==> src/rtl/uart_tx_fifo_drain.sv <==
// Pops bytes from an 8-bit synchronous FIFO and serialises each one as an 8N1 UART frame,
// LSB first, with a fixed number of clock cycles per bit.
module uart_tx_fifo_drain #(
  parameter int unsigned CLKS_PER_BIT = 104,
  parameter int unsigned CNT_W        = 16
) (
  input  logic       clk,
  input  logic       rst,
  input  logic       enable,
  input  logic       fifo_empty,
  input  logic [7:0] fifo_data,
  output logic       fifo_rd_en,
  output logic       tx,
  output logic       busy,
  output logic       tx_done
);

  localparam logic [2:0] StIdle  = 3'd0;
  localparam logic [2:0] StLoad  = 3'd1;
  localparam logic [2:0] StStart = 3'd2;
  localparam logic [2:0] StData  = 3'd3;
  localparam logic [2:0] StStop  = 3'd4;

  localparam logic [CNT_W-1:0] LastCnt = CNT_W'(CLKS_PER_BIT - 1);
  localparam logic [CNT_W-1:0] PenCnt  = CNT_W'(CLKS_PER_BIT - 2);
  localparam logic [CNT_W-1:0] CntOne  = CNT_W'(1);

  logic [2:0]       state_q, state_d;
  logic [CNT_W-1:0] cnt_q, cnt_d;
  logic [2:0]       bit_idx_q, bit_idx_d;
  logic [7:0]       shift_q, shift_d;
  logic             tx_q, tx_d;
  logic             tx_done_q, tx_done_d;
  logic             bit_end;
  logic [2:0]       next_idx;

  // Gated by rst so no pop can leak out while the block is held in reset.
  assign fifo_rd_en = rst && (state_q == StIdle) && enable && !fifo_empty;
  assign busy       = rst && (state_q != StIdle);
  assign tx         = tx_q;
  assign tx_done    = tx_done_q;
  assign bit_end    = (cnt_q == LastCnt);
  assign next_idx   = bit_idx_q + 3'd1;

  // tx_d is derived from the state being entered so tx lines up with the state's first cycle.
  always_comb begin
    state_d   = state_q;
    cnt_d     = cnt_q;
    bit_idx_d = bit_idx_q;
    shift_d   = shift_q;
    tx_d      = tx_q;
    tx_done_d = 1'b0;
    case (state_q)
      StIdle: begin
        tx_d  = 1'b1;
        cnt_d = '0;
        if (fifo_rd_en) state_d = StLoad;
      end
      StLoad: begin
        shift_d = fifo_data;
        state_d = StStart;
        cnt_d   = '0;
        tx_d    = 1'b0;
      end
      StStart: begin
        if (bit_end) begin
          state_d   = StData;
          cnt_d     = '0;
          bit_idx_d = 3'd0;
          tx_d      = shift_q[0];
        end else begin
          cnt_d = cnt_q + CntOne;
        end
      end
      StData: begin
        if (bit_end) begin
          cnt_d = '0;
          if (bit_idx_q == 3'd7) begin
            state_d = StStop;
            tx_d    = 1'b1;
          end else begin
            bit_idx_d = next_idx;
            tx_d      = shift_q[next_idx];
          end
        end else begin
          cnt_d = cnt_q + CntOne;
        end
      end
      StStop: begin
        // Registered pulse: set one cycle early so it lands on the final stop cycle.
        tx_done_d = (cnt_q == PenCnt);
        if (bit_end) begin
          state_d = StIdle;
          cnt_d   = '0;
          tx_d    = 1'b1;
        end else begin
          cnt_d = cnt_q + CntOne;
        end
      end
      default: begin
        state_d = StIdle;
        cnt_d   = '0;
        tx_d    = 1'b1;
      end
    endcase
  end

  always_ff @(posedge clk) begin
    if (!rst) begin
      state_q   <= StIdle;
      cnt_q     <= '0;
      bit_idx_q <= 3'd0;
      shift_q   <= 8'h00;
      tx_q      <= 1'b1;
      tx_done_q <= 1'b0;
    end else begin
      state_q   <= state_d;
      cnt_q     <= cnt_d;
      bit_idx_q <= bit_idx_d;
      shift_q   <= shift_d;
      tx_q      <= tx_d;
      tx_done_q <= tx_done_d;
    end
  end

endmodule

==> config.mk <==
export PLATFORM = sky130hd
export DESIGN_NAME = uart_tx_fifo_drain
export DESIGN_NICKNAME = d
export VERILOG_FILES = /design/src/rtl/uart_tx_fifo_drain.sv
export SDC_FILE = /design/constraint.sdc
export NUM_CORES = 1
export LEC_CHECK = 0
export ABC_AREA = 0
export BUFFER_PORTS_ARGS = -buffer_cell sky130_fd_sc_hd__clkbuf_2
export CORE_MARGIN = 5
export CORE_UTILIZATION = 31
export DETAILED_ROUTE_END_ITERATION = 6
export GPL_ROUTABILITY_DRIVEN = 0
export GPL_TIMING_DRIVEN = 0
export RECOVER_POWER = 50
export SLEW_MARGIN = 20
export SYNTH_ARGS = -nofsm -noshare
export SYNTH_HDL_FRONTEND = slang
export SYNTH_SLANG_ARGS = --single-unit
==> constraint.sdc <==
create_clock -name clk -period 5.54 [get_ports clk]
set_input_delay 1.108 -clock clk [delete_from_list [all_inputs] [get_ports clk]]
set_output_delay 1.108 -clock clk [all_outputs]
set_load 0.1 [all_outputs]
==> impl_results.md <==
* Die outline height at 81.0 um
* Resize count post-CTS at 0
* Synthesized netlist net count at 188
* Reg power frac at 46.6%
* Fraction of power spent switching nets at 24.6%
* Clk pin slew, worst setup/hold paths at 0.06 ns
* Number of detailed-route iterations in the first pass at 4
* Worst supply voltage drop on vdd at 0.128 mV
* Total number of nets in the final design at 209
* Diodes inserted at 0
* Hold_buf cts at 0
* TritonCTS clock tree: yes
* Clock insertion delay at the later pin of the skew report at 0.28 ns
* Endpoints failing hold at 0
* Type of the tightest min-delay check: flop to flop
* CP Launch Type: input pin
* Final total negative setup slack at 0 ns
* Shortest clock period the worst path allows after layout at 3.52 ns
* Proportion of power drawn by the clock network at 43.3%
* Origin of the critical flop-to-flop path: cnt_q[0]$_SDFF_PP0_
* MaxCap Viol Count at 0
* Internal power at 0.387 mW
* Layout Cell Area excl Fill at 1810 um^2
* Transition time at the pin with the least slew margin at 0.552 ns
* Worst reg-to-reg setup slack at 3.15 ns
* Crit end category: output pin
* Clock buffers created by TritonCTS at 5
* Setup violation total in the final timing report at 0
* Count of pins over their slew limit at 0
* Highest clock rate at 284 MHz
* Proportion of synthesized chip area in sequential cells at 41.0%
* Type of the worst setup path: input pin to output pin
* Outcome: finished clean
* Critical path buffers and inverters at 3
* Total die area at 6560 um^2
* Number of filler instances in the final layout at 516
* Critical path peak fanout at 10
* Final design utilization at 37.7%
* DP Cell Count at 253
* Final cell count without fillers at 261
* GRT Total Usage at 9.74%
* Number of sinks on the clock net at 32
* Maximum clock insertion buffer count at 2
* Series of cell instances along the critical path: clkbuf_1 > clkbuf_1 > o31a_1 > clkbuf_2
* Worst hold path cell count at 1
* Power per cell area at 283 nW/um^2
* Via count of the first global-routing pass at 1168
* Net switching power at 0.126 mW
* Crit share post-route at 63.5%
* Post-route ant nets at 0
* Die outline width at 81.0 um
* DRC marker count from the first detailed-route iteration at 62
* H-tree depth reported by CTS at 2
* Number of standard cells after synthesis at 172
* Logic gate share of total power at 10.1%
* Largest delay contributor family on the critical path: buffers and inverters
* Distinct cell type count of the synthesized netlist at 41
* Total via count after detailed routing at 1204
* Detail-routed net length per standard cell at 10.8 um
* Cell area after placement at 1720 um^2
* Yosys warnings at 0
* Number of register bits inferred by synthesis at 32
* Startpoint of the worst hold path: cnt_q[0]$_SDFF_PP0_
* Fraction of registers with async set/reset at 0%
* Master of the slowest instance on the critical path: clkbuf_2
* Leakage at 0.615 nW
* Area of the core at 4820 um^2
* Slowest Stage Delay on Critical Path at 0.45 ns
* Estimated wirelength of the detail-placed design at 2070 um
* Std-Cell Rows at 25
* Number of synthesized flops with an enable pin at 0
* Routed wire length at 2810 um
* Starting Density at 32.4%
* Number of antenna violations at the first check in global routing at 0
* Cell repeated most along the worst path: clkbuf_1
* Worst-case hold path end point: cnt_q[0]$_SDFF_PP0_
* Netlist area before placement at 1560 um^2
* Wire length of the first global-routing pass at 5040 um
* Post-CTS setup buffer count at 0
* Arrival time at the worst endpoint at 2.41 ns
* Number of placed I/O pins at 16
* Unrepaired setup endpoints after global routing: no
* Worst relative slew slack at 63.2%
* DRC violation count after routing at 0
* Maximum number of pins on one net before global-route repair at 12
* Endpoint of the worst register-to-register path: state_q[0]$_SDFFE_PN0P_
* Buffers on Ports at 14
* Final Skew at 0.00630 ns
* Fraction of final layout cells with drive strength greater than 1 at 15.5%
* Signed area change from the synthesized netlist to the final layout at 16.2%
* Clk root buf: clkbuf_8
* Mean instance size in the synthesized netlist at 9.08 um^2
* Required time of the critical path at 4.43 ns
* R2R depth at 6
* Grt ovf at 0
* Top FF cell, synth: dfxtp_1
* Vias per Instance at 4.61
[metal layers]
metal / routed length (um) / vias to the layer above / track usage, %
li1: - / 632 / -
met3: 78 / 5 / 2.77
met2: 1270 / 15 / 15.4
met5: 0 / - / 0
met4: 48 / 0 / 4.56
met1: 1410 / 552 / 12.2
[cell type report]
cell class	instances	area, um^2	area share (%)
Inverter	3	11.3	0.621
Multi-Input combinational cell	129	866	47.7
Buffer	8	31.3	1.72
Sequential cell	32	641	35.3
Clock inverter	3	42.5	2.34
Timing Repair Buffer	14	70.1	3.86
Tap cell	67	83.8	4.62
Clock buffer	5	68.8	3.79
[registers in the layout (all words and copies together) (netlist names)]
| register | cells |
|---|---|
| cnt_q | 16 |
| bit_idx_q | 3 |
| shift_q | 8 |
| state_q | 3 |
| tx_done | 1 |
| tx | 1 |
[worst register-to-register path: stages (launching register included)]
cell and delay (ns):
dfxtp_1 0.37, ha_1 0.24, or4bb_1 0.51, nor4_1 0.35
a21oi_1 0.21, or4_1 0.50, a21boi_1 0.14
[through the flow]
stage / setup WS, ns / hold WS [ns] / total power [mW]
after floorplan: 1.20 / 0.430 / 0.286
after global placement: 1.96 / 0.445 / 0.297
after detailed placement: 1.97 / 0.457 / 0.297
after CTS: 1.97 / 0.468 / 0.519
after global routing: 1.87 / 0.509 / 0.536
final: 2.02 / 0.469 / 0.513
[cell families (layout without fill, tap and decap cells)]
family | Yosys count | in the layout | synth area share, %
xor gates and xnor gates | 14 | 14 | 7.85
AOI/OAI and AO/OA | 16 | 16 | 7.37
adders and majority gates | 4 | 4 | 3.21
muxes | 12 | 12 | 8.49
DFF | 32 | 32 | 41.0
buffers and inverters | 11 | 33 | 2.72
and+or+nand+nor | 83 | 83 | 29.3
[how the worst max path moves through the flow]
stage,to,startpoint,depth (start not counted),slack [ns]
finish,busy,rst,4,2.02
global route,busy,rst,4,1.87
CTS,busy,rst,4,1.97
detailed placement,busy,rst,4,1.97
global placement,busy,rst,4,1.96
floorplan,fifo_rd_en,rst,4,1.20
[power by group through the flow]
stage               Sequential [mW]  Clock (mW)  Combinational (mW)
floorplan                     0.249           0              0.0370
global placement              0.244           0              0.0527
detailed placement            0.245           0              0.0527
CTS                           0.239       0.227              0.0527
global route                  0.240       0.239              0.0569
finish                        0.239       0.222              0.0518
[cells in the mapped netlist (all sizes together), types with 2 or more instances]
library cell  instances  share of area, %
or2                   2              0.80
clkbuf                6               1.4
nand3                 7               2.2
nor3                  2              0.64
a21boi                4               1.9
a21oi                 5               1.8
or4bb                 2               1.4
nor2b                11               4.4
buf                   2              0.56
xor2                  9               5.0
and2                  2              0.80
dfxtp                32                41
nor2                 25               6.0
o221a                 2               1.4
xnor2                 5               2.8
or4                   2               1.2
ha                    4               3.2
mux2i                11               7.1
or3                   2              0.80
inv                   3              0.72
o21ai                 2              0.64
nand2                14               3.4
nand4                 3               1.2
nor4                  3               2.2
[placed cells by master, fill, tap and decap left out, types with 7 or more instances in the layout]
cell / instances
clkbuf_1: 7
clkbuf_2: 14
dfxtp_1: 32
mux2i_1: 11
nand2_1: 14
nand3_1: 7
nor2_1: 25
nor2b_1: 11
xor2_1: 9
Note: power is estimated with default switching activity, not from simulation.
